`src/rtl/ex_pkg.sv`:
```
// ---------------------------------------------------------------------------
// ex_pkg -- shared definitions for the execute stage.
//   kind_e      : instruction kind carried from decode (ALU/BRANCH/JAL/JALR)
//   alu_op_e    : 4-bit ALU operation encoding shared with decode
//   s1_t        : operand-stage register contents
//   sel_operand : forwarding mux for one source operand
//   clear_lsb   : forces bit 0 of a jump target to zero
// ---------------------------------------------------------------------------
package ex_pkg;

    typedef enum logic [1:0] {
        KIND_ALU    = 2'b00,
        KIND_BRANCH = 2'b01,
        KIND_JAL    = 2'b10,
        KIND_JALR   = 2'b11
    } kind_e;

    typedef enum logic [3:0] {
        ALU_ADD  = 4'b0000,
        ALU_SLL  = 4'b0001,
        ALU_SLT  = 4'b0010,
        ALU_SLTU = 4'b0011,
        ALU_XOR  = 4'b0100,
        ALU_SRL  = 4'b0101,
        ALU_OR   = 4'b0110,
        ALU_AND  = 4'b0111,
        ALU_SUB  = 4'b1000,
        ALU_BEQ  = 4'b1001,
        ALU_BNE  = 4'b1010,
        ALU_BLT  = 4'b1011,
        ALU_BGE  = 4'b1100,
        ALU_SRA  = 4'b1101,
        ALU_BLTU = 4'b1110,
        ALU_BGEU = 4'b1111
    } alu_op_e;

    // Return address offset for JAL/JALR.
    localparam logic [31:0] PC_STEP = 32'd4;

    typedef struct packed {
        logic [31:0] pc;
        logic [31:0] rs1;
        logic [31:0] rs2;
        logic [31:0] imm;
        alu_op_e     alu_op;
        logic        src1_pc;
        logic        src2_imm;
        kind_e       kind;
        logic [4:0]  rd;
        logic        rd_we;
    } s1_t;

    // Picks the freshest value for one source register. The younger
    // instruction sitting in S1 wins over the older one in S2; x0 never
    // forwards.
    function automatic logic [31:0] sel_operand(
        input logic [4:0]  idx,
        input logic [31:0] rf_val,
        input logic        s1_we,
        input logic [4:0]  s1_rd,
        input logic [31:0] s1_val,
        input logic        s2_we,
        input logic [4:0]  s2_rd,
        input logic [31:0] s2_val
    );
        logic [31:0] res;
        if ((idx != 5'd0) && s1_we && (s1_rd == idx)) begin
            res = s1_val;
        end else if ((idx != 5'd0) && s2_we && (s2_rd == idx)) begin
            res = s2_val;
        end else begin
            res = rf_val;
        end
        return res;
    endfunction

    // Jump targets are halfword-aligned by clearing bit 0 only; bit 1 is
    // left alone and no misalignment trap is raised here.
    function automatic logic [31:0] clear_lsb(input logic [31:0] v);
        return v & ~32'd1;
    endfunction

endpackage

```
`src/rtl/alu_32_bit.sv`:
```
// ---------------------------------------------------------------------------
// alu_32_bit -- combinational 32-bit integer ALU.
//   a, b : operands
//   op   : operation (ex_pkg::alu_op_e)
//   y    : result; compare ops return 0/1 in bit 0
// Arithmetic wraps modulo 2^32; shifts use b[4:0].
// ---------------------------------------------------------------------------
module alu_32_bit
    import ex_pkg::*;
(
    input  logic [31:0] a,
    input  logic [31:0] b,
    input  alu_op_e     op,
    output logic [31:0] y
);

    logic [4:0] shamt_s;
    logic       lt_s;
    logic       ltu_s;
    logic       eq_s;

    assign shamt_s = b[4:0];
    assign lt_s    = ($signed(a) < $signed(b));
    assign ltu_s   = (a < b);
    assign eq_s    = (a == b);

    // Operation select.
    always_comb begin
        y = 32'd0;
        case (op)
            ALU_ADD:  y = a + b;
            ALU_SUB:  y = a - b;
            ALU_SLL:  y = a << shamt_s;
            ALU_SLT:  y = {31'd0, lt_s};
            ALU_SLTU: y = {31'd0, ltu_s};
            ALU_XOR:  y = a ^ b;
            ALU_SRL:  y = a >> shamt_s;
            ALU_SRA:  y = $unsigned($signed(a) >>> shamt_s);
            ALU_OR:   y = a | b;
            ALU_AND:  y = a & b;
            ALU_BEQ:  y = {31'd0, eq_s};
            ALU_BNE:  y = {31'd0, ~eq_s};
            ALU_BLT:  y = {31'd0, lt_s};
            ALU_BGE:  y = {31'd0, ~lt_s};
            ALU_BLTU: y = {31'd0, ltu_s};
            ALU_BGEU: y = {31'd0, ~ltu_s};
            default:  y = 32'd0;
        endcase
    end

endmodule

```
`src/rtl/ex_stage.sv`:
```
// ---------------------------------------------------------------------------
// ex_stage -- two-register execute stage (S1 operands, S2 result).
//   clk, rst_n            : clock, async active-low reset
//   id_valid / id_ready   : decode handshake
//   id_pc, id_rs1/2, id_rs1/2_val, id_imm, id_alu_op, id_src1_pc,
//   id_src2_imm, id_kind, id_rd, id_rd_we : decoded instruction
//   ex_valid / ex_ready   : writeback handshake
//   ex_result, ex_rd, ex_rd_we           : writeback data
//   redirect_valid, redirect_pc          : fetch redirect (combinational,
//                                          asserted as a taken control
//                                          transfer leaves S1)
// BYPASS_EN=1 forwards results from S1/S2 into operands at S1 capture.
// ---------------------------------------------------------------------------
module ex_stage
    import ex_pkg::*;
#(
    parameter int BYPASS_EN = 1
) (
    input  logic        clk,
    input  logic        rst_n,
    input  logic        id_valid,
    output logic        id_ready,
    input  logic [31:0] id_pc,
    input  logic [4:0]  id_rs1,
    input  logic [4:0]  id_rs2,
    input  logic [31:0] id_rs1_val,
    input  logic [31:0] id_rs2_val,
    input  logic [31:0] id_imm,
    input  logic [3:0]  id_alu_op,
    input  logic        id_src1_pc,
    input  logic        id_src2_imm,
    input  logic [1:0]  id_kind,
    input  logic [4:0]  id_rd,
    input  logic        id_rd_we,
    output logic        ex_valid,
    input  logic        ex_ready,
    output logic [31:0] ex_result,
    output logic [4:0]  ex_rd,
    output logic        ex_rd_we,
    output logic        redirect_valid,
    output logic [31:0] redirect_pc
);

    s1_t         s1_r;
    s1_t         s1_next_s;
    logic        s1_valid_r;
    logic        ex_valid_r;
    logic [31:0] ex_result_r;
    logic [4:0]  ex_rd_r;
    logic        ex_rd_we_r;

    logic        s1_adv_s;
    logic        accept_s;
    logic        redirect_s;
    logic        taken_s;
    logic [31:0] target_s;
    logic [31:0] s1_result_s;
    logic        s1_wb_we_s;
    logic [31:0] alu_a_s;
    logic [31:0] alu_b_s;
    alu_op_e     alu_op_s;
    logic [31:0] alu_y_s;
    logic [31:0] pc_imm_s;
    logic [31:0] pc_step_s;
    logic [31:0] rs1_fwd_s;
    logic [31:0] rs2_fwd_s;

    // Handshake: S1 moves on when S2 is empty or draining; a redirect cycle
    // blocks decode so the younger (wrong-path) instruction is not taken.
    assign s1_adv_s   = s1_valid_r && (!ex_valid_r || ex_ready);
    assign redirect_s = s1_valid_r && s1_adv_s && taken_s;
    assign id_ready   = (!s1_valid_r || s1_adv_s) && !redirect_s;
    assign accept_s   = id_valid && id_ready;

    // ALU operand select; JALR always computes rs1 + imm regardless of the
    // decoded operand controls.
    always_comb begin
        if (s1_r.kind == KIND_JALR) begin
            alu_a_s  = s1_r.rs1;
            alu_b_s  = s1_r.imm;
            alu_op_s = ALU_ADD;
        end else begin
            alu_a_s  = s1_r.src1_pc  ? s1_r.pc  : s1_r.rs1;
            alu_b_s  = s1_r.src2_imm ? s1_r.imm : s1_r.rs2;
            alu_op_s = s1_r.alu_op;
        end
    end

    alu_32_bit u_alu (
        .a  (alu_a_s),
        .b  (alu_b_s),
        .op (alu_op_s),
        .y  (alu_y_s)
    );

    assign pc_imm_s  = s1_r.pc + s1_r.imm;
    assign pc_step_s = s1_r.pc + PC_STEP;

    // Per-kind result, write enable, taken flag and target.
    always_comb begin
        taken_s     = 1'b0;
        target_s    = pc_imm_s;
        s1_result_s = alu_y_s;
        s1_wb_we_s  = s1_r.rd_we;
        case (s1_r.kind)
            KIND_ALU: begin
                taken_s = 1'b0;
            end
            KIND_BRANCH: begin
                taken_s    = alu_y_s[0];
                s1_wb_we_s = 1'b0;
            end
            KIND_JAL: begin
                taken_s     = 1'b1;
                s1_result_s = pc_step_s;
            end
            KIND_JALR: begin
                taken_s     = 1'b1;
                target_s    = clear_lsb(alu_y_s);
                s1_result_s = pc_step_s;
            end
            default: begin
                taken_s = 1'b0;
            end
        endcase
    end

    assign redirect_valid = redirect_s;
    assign redirect_pc    = redirect_s ? target_s : 32'd0;

    // Operand forwarding at S1 capture.
    always_comb begin
        if (BYPASS_EN != 0) begin
            rs1_fwd_s = sel_operand(id_rs1, id_rs1_val,
                                    s1_valid_r && s1_wb_we_s, s1_r.rd, s1_result_s,
                                    ex_valid_r && ex_rd_we_r, ex_rd_r, ex_result_r);
            rs2_fwd_s = sel_operand(id_rs2, id_rs2_val,
                                    s1_valid_r && s1_wb_we_s, s1_r.rd, s1_result_s,
                                    ex_valid_r && ex_rd_we_r, ex_rd_r, ex_result_r);
        end else begin
            rs1_fwd_s = id_rs1_val;
            rs2_fwd_s = id_rs2_val;
        end
    end

    // Next S1 contents from decode.
    always_comb begin
        s1_next_s          = '0;
        s1_next_s.pc       = id_pc;
        s1_next_s.rs1      = rs1_fwd_s;
        s1_next_s.rs2      = rs2_fwd_s;
        s1_next_s.imm      = id_imm;
        s1_next_s.alu_op   = alu_op_e'(id_alu_op);
        s1_next_s.src1_pc  = id_src1_pc;
        s1_next_s.src2_imm = id_src2_imm;
        s1_next_s.kind     = kind_e'(id_kind);
        s1_next_s.rd       = id_rd;
        s1_next_s.rd_we    = id_rd_we;
    end

    // S1 operand register.
    always_ff @(posedge clk or negedge rst_n) begin
        if (!rst_n) begin
            s1_valid_r <= 1'b0;
            s1_r       <= '0;
        end else if (accept_s) begin
            s1_valid_r <= 1'b1;
            s1_r       <= s1_next_s;
        end else if (s1_adv_s) begin
            s1_valid_r <= 1'b0;
        end
    end

    // S2 result register; refill takes priority over drain so a full
    // pipeline streams with no bubble.
    always_ff @(posedge clk or negedge rst_n) begin
        if (!rst_n) begin
            ex_valid_r  <= 1'b0;
            ex_result_r <= 32'd0;
            ex_rd_r     <= 5'd0;
            ex_rd_we_r  <= 1'b0;
        end else if (s1_adv_s) begin
            ex_valid_r  <= 1'b1;
            ex_result_r <= s1_result_s;
            ex_rd_r     <= s1_r.rd;
            ex_rd_we_r  <= s1_wb_we_s;
        end else if (ex_ready) begin
            ex_valid_r  <= 1'b0;
        end
    end

    assign ex_valid  = ex_valid_r;
    assign ex_result = ex_result_r;
    assign ex_rd     = ex_rd_r;
    assign ex_rd_we  = ex_rd_we_r;

endmodule

```
`config.mk`:
```
export PLATFORM = sky130hd
export DESIGN_NAME = ex_stage
export DESIGN_NICKNAME = d
export VERILOG_FILES = /design/src/rtl/ex_pkg.sv /design/src/rtl/alu_32_bit.sv /design/src/rtl/ex_stage.sv
export SDC_FILE = /design/constraint.sdc
export NUM_CORES = 1
export LEC_CHECK = 0
export ABC_CLOCK_PERIOD_IN_PS = 5950
export BUFFER_PORTS_ARGS = -buffer_cell sky130_fd_sc_hd__buf_2
export CORE_MARGIN = 2
export CORE_UTILIZATION = 41
export CTS_CLUSTER_SIZE = 10
export DETAILED_ROUTE_END_ITERATION = 12
export MAX_ROUTING_LAYER = met4
export SLEW_MARGIN = 10
export SYNTH_ARGS = -nofsm -noshare
export SYNTH_HDL_FRONTEND = slang
export SYNTH_SLANG_ARGS = --single-unit
```
`constraint.sdc`:
```
create_clock -name clk -period 5.95 [get_ports clk]
set_input_delay 0.8925 -clock clk [delete_from_list [all_inputs] [get_ports clk]]
set_output_delay 0.8925 -clock clk [all_outputs]
set_load 0.005 [all_outputs]
```
* After elaboration in Yosys (flattened, before gate mapping)
Cells that the tools add are included.
** Word-level totals
- Flip-flop bits (word level) :: 182
- Input bits :: 156
- Logic and storage cells :: 101
** Cells by class
- $add $sub $neg :: 4
- Order comparisons :: 2
- Eq/ne operators :: 23
- Shifts and indexed selects :: 3
- Multiplexer cells :: 19
- Bitwise operators :: 6
- Reductions and logical operators :: 29
** Operators by type and width (number)
- one-hot mux 32 bit (14 select lines) :: 1
- two-way mux 32 bit :: 11
- adder 32 bit :: 2
- < comparator 32 bit :: 2
- adder 32 x 3 -> 32 bit, second input constant :: 1
- bitwise AND 32 bit :: 1
- == test 32 bit :: 1
- == test 4 bit, second input constant :: 8
- bitwise OR 32 bit :: 1
- left shift 32 x 5 -> 32 bit :: 1
- >> shifter 32 x 5 -> 32 bit :: 1
- >>> shifter 32 x 5 -> 32 bit :: 1
- subtractor 32 bit :: 1
- bitwise XOR 32 bit :: 1
- == test 5 bit :: 4
- == test 4 x 3 -> 1 bit, second input constant :: 4
- logical AND 1 bit :: 15
- nonzero test 5 bit :: 2
- == test 4 x 2 -> 1 bit, second input constant :: 2
- OR reduction 2 bit :: 3
- two-way mux 1 bit :: 5
- == test 2 bit, second input constant :: 2
- == test 4 x 1 -> 1 bit, second input constant :: 1
- zero test 4 bit :: 1
- 8 further kinds :: 14

* Logic depth before layout (Yosys ltp)
- Depth after elaboration :: 11
- Depth in mapped cells :: 23
- Mapped depth without buffers :: 17

* Hierarchy
From an unflattened synthesis, not the netlist that was laid out.
** Second synthesis, totals
- Cells, all modules :: 2737
- Area total of the unflattened synthesis :: 20649.8 um^2
** Modules (own cells, without submodules)
- ex_stage :: instances 1, cells each 1404, area an instance 11797.6 um^2, sequential area each 4554.4 um^2
- alu_32_bit :: instances 1, cells each 1333, area an instance 8852.2 um^2, sequential area each 0.0 um^2

* Least setup slack after synthesis
No wires, ideal clock.
- Path kind :: register to output
- From :: register s1_r[6] (netlist bit)
- To :: output port redirect_pc[13]
- Arrival :: 5.048 ns
- Required time :: 5.058 ns
- Setup slack :: 0.010 ns
- Cell stages (with the launch flop) :: 19
- Buffers on the path :: 6
- Cell sequence :: dfrtp_1 a21o_1 buf_6 clkbuf_1 buf_1 mux2i_1 ha_1 clkbuf_1 or4_1 or3_1 nor4_1 mux2i_1 o221ai_1 a41oi_1 o311ai_1 o21ai_2 clkbuf_1 clkbuf_1 nor2_1
** On the way
- Longest elaborated chain between the ends :: 8
- Elaborated cells between the ends (all ways) :: 45
- Classes of those cells :: 2 x add/sub; 2 x order compare; 19 x eq/ne; 3 x shift; 7 x mux; 6 x bitwise; 6 x reduce/logical
** RTL lines
- start: declaration :: RTL line ex_stage.sv:44 : s1_t s1_r;
- start signal: assignment :: RTL line ex_stage.sv:168 : s1_r <= s1_next_s;
- == test 2 bit :: RTL line ex_stage.sv:78, ex_stage.sv:105
- two-way mux 32 bit or two-way mux 4 bit (tied branches) :: RTL line ex_stage.sv:78 : if (s1_r.kind == KIND_JALR) begin
- < comparator 32 bit (tied with other cells) :: RTL line alu_32_bit.sv:24 : assign ltu_s = (a < b);
- inverter 1 bit (tied with other cells) :: RTL line alu_32_bit.sv:46 : ALU_BGEU: y = {31'd0, ~ltu_s};
- one-hot mux 32 bit (14 select lines) :: RTL line alu_32_bit.sv:30 : case (op)
- one-hot mux 1 bit (3 select lines) :: RTL line ex_stage.sv:105 : case (s1_r.kind)
- logical AND 1 bit :: RTL line ex_stage.sv:71 : assign redirect_s = s1_valid_r && s1_adv_s && taken_s;
- two-way mux 32 bit (*) :: RTL line ex_stage.sv:129 : assign redirect_pc = redirect_s ? target_s : 32'd0;
- end: declaration :: RTL line ex_stage.sv:41 : output logic [31:0] redirect_pc
Mark *: on every way between the ends. The rest lies on a longest branch, timed or not.

* Worst setup path in the final report
- From :: register s1_r[6] (netlist bit)
- To :: output port redirect_pc[24]
Same word-level chain as after synthesis.

==> summary.txt <==
CTS
  • Hold buffer count at cts: 0
  • Worst-path clk slew: 0.07 ns
  • Cts bufs inserted: 17
  • Root Driver: clkbuf_16
  • Worst-skew pair later-pin latency: 0.46 ns
  • H-tree depth: 4
  • CTS tree: done
  • Sink Count: 182
  • Max clock buf depth: 2

Die
  • Initial Util: 41.5%
  • Cell row count: 82
  • I/O pin count: 229
  • Die height: 229 µm
  • Die area: 52500 µm²
  • Core area: 50100 µm²
  • Die width: 229 µm

Critical path
  • Startpoint Class: flip-flop
  • Worst Path Required: 5.06 ns
  • CP max stage delay: 0.44 ns
  • Crit. End Element: output port
  • CP top delay family: simple AND/OR/NAND/NOR gates
  • Data arrival time of the worst path: 5.00 ns
  • R2R Setup Slk: 0.26 ns
  • Setup Crit Path Kind: reg -> out
  • Critical-path cell list: buf_6 > a21boi_4 > buf_12 > buf_16 > mux2i_4 > ha_4 > or4_4 > or3_4 > nor4_4 > mux2i_1 > o221ai_1 > a41oi_2 > o311ai_4 > o21ai_4 > nand2b_4 > o21bai_1 > o41ai_2 > buf_2
  • Buffers and inverters on the worst path: 4
  • Critical Path Fanout Max: 7
  • CP max stage cell: or4_4

Layout
  • Fill count: 5076
  • P&R area growth vs syn: 23.8%
  • Final core utilization: 51.4%
  • Layout cells sized above 1: 22.9%
  • Final Non-Filler Cells: 3808
  • Layout Nets: 3410

Routing
  • Pre-Repair DR Iteration Count: 6
  • DRC viols: 0
  • Per-cell routed wire length: 27.4 µm
  • Post-route ant nets: 0
  • DR vias: 24.0k
  • Iteration-0 DRC Markers: 3075
  • Routed WL: 104000 µm
  • DR vias/cell: 6.30

Timing
  • Min Tclk post-route: 5.89 ns
  • Final Hold Vio Count: 0
  • Relative slew slack: 21.6%
  • RSZ-0062 raised after global routing: yes
  • Slack of the critical path: 0.0575 ns
  • Final period utilization: 99.0%
  • Clk_skew: 0.0162 ns
  • Setup violators final: 0
  • Worst slew pin tran: 1.18 ns
  • Final Max Tran Viols: 0
  • Setup TNS: 0 ns
  • Max Fclk: 170 MHz

Logic synthesis
  • Number of synthesized register bits: 182
  • Sequential area share after synthesis: 21.9%
  • Mapped cell area: 20800 µm²
  • Area share of the largest cell type after synthesis: 21.9%
  • Yosys warns: 0
  • Synth area leader: dfrtp_1
  • Dominant cells by area after synthesis: dfrtp_1 (22%), mux2i_1 (10%), nand2_1 (9.5%)
  • Post-synth EDFFs: 0
  • Most used DFF post-synth: dfrtp_1
  • Post-Synthesis Cells: 2797
  • Syn_area_per_cell: 7.43 µm²
  • Net Count, Synth: 3085
  • Distinct cells, synth: 87
  • Async SR Flop Fraction: 100%

Placement
  • Worst slack, placed: -0.159 ns
  • Final Wtd Congestion: 1.05
  • Port bufs: 228
  • Inst Count DP: 3731
  • DP Wirelength: 81700 µm

Global route
  • Pin count of the biggest net entering global routing: 95
  • First-pass GRT wire length: 152000 µm
  • Vias in the first global route: 22.7k
  • Initial antenna violation count: 1
  • Gr ovfl total: 0
  • GRT Total Usage: 39.7%

Outcome
  • Run status: complete, no violations

Hold path
  • Worst hold path class: in -> async

Flow run
  • Maxcap violations: 0
==> Yosys cell counts (27+ instances only) <==
| cell type | instances |
|---|---|
| a211oi_1 | 64 |
| a21o_1 | 28 |
| a21oi_1 | 200 |
| a221oi_1 | 27 |
| a31oi_1 | 30 |
| buf_2 | 36 |
| clkbuf_1 | 116 |
| dfrtp_1 | 182 |
| ha_1 | 129 |
| inv_1 | 109 |
| mux2_2 | 35 |
| mux2i_1 | 216 |
| nand2_1 | 528 |
| nand3_1 | 71 |
| nor2_1 | 226 |
| nor2b_1 | 38 |
| nor3_1 | 39 |
| o211ai_1 | 32 |
| o21ai_0 | 186 |
| xnor2_1 | 58 |
| xor2_1 | 33 |
==> area by class of cell <==
type / count / area (µm²) / share of cell area [%]
inverter: 114 / 433 / 1.68
tap: 672 / 841 / 3.27
timing repair buffer: 493 / 3380 / 13.1
sequential: 182 / 4560 / 17.7
antenna: 1 / 2.50 / 0.00973
clock buffer: 19 / 443 / 1.72
clock inverter: 13 / 123 / 0.477
multi-input combinational: 2314 / 15900 / 62.0
==> registers in the layout, indices dropped and copies added, names as in the netlist <==
register    count
s1_r          142
ex_rd_we        1
ex_valid        1
s1_valid_r      1
ex_result      32
ex_rd           5
==> cells by family after synthesis <==
logic type	count (synthesis)	share of synthesized area [%]
buffers and inverters	301	5.99
adders and majority gates	132	8.05
xor gates and xnor gates	91	3.83
DFF	182	21.9
and+or+nand+nor	1034	21.5
AOI/OAI and AO/OA	787	24.5
muxes	270	14.2
==> layout by cell type, fill, tap and decap left out, types with 105 or more instances in the layout <==
| master | synthesis | final |
|---|---|---|
| buf_2 | 36 | 227 |
| o21ai_0 | 186 | 178 |
| a21oi_1 | 200 | 193 |
| ha_1 | 129 | 110 |
| nor2_1 | 226 | 220 |
| buf_4 | 10 | 240 |
| dfrtp_1 | 182 | 181 |
| nand2_1 | 528 | 528 |
| mux2i_1 | 216 | 184 |
| inv_1 | 109 | 105 |
==> per-stage QoR <==
step | area [µm²] | hold slack (ns)
finish | 25700 | 0.470
CTS | 25000 | 0.493
detailed placement | 23800 | 0.476
global placement | 23800 | 0.464
global route | 25700 | 0.524
floorplan | 20800 | 0.448
==> final timing paths <==
path                                 startpoint               endpoint  cells past startpoint
max reg2reg                 s1_r[6]$_DFFE_PN0P_  s1_r[108]$_DFFE_PN0P_                     24
min in group clk           s1_r[65]$_DFFE_PN0P_   s1_r[65]$_DFFE_PN0P_                      2
min reg2reg                s1_r[65]$_DFFE_PN0P_   s1_r[65]$_DFFE_PN0P_                      2
max                         s1_r[6]$_DFFE_PN0P_        redirect_pc[24]                     18
max in group asynchronous                 rst_n   s1_r[33]$_DFFE_PN0P_                      2
min                                       rst_n   ex_rd[1]$_DFFE_PN0P_                      1
==> metal layers <==
layer  global-route usage (%)  wire, µm
met5                        -         0
met3                     6.69     10200
met2                     58.1     45400
met1                     54.7     44400
met4                     14.6      4270
==> repair_timing <==
action / CTS / global route
setup endpoints to repair: 94 / 34
cloned: 2 / 1
resized for setup: 77 / 103
pin swaps: 14 / 27
buffers inserted: 20 / 21
Power is not shown: default switching activity piles up to over one toggle a cycle in this logic, so the estimate is an artifact.
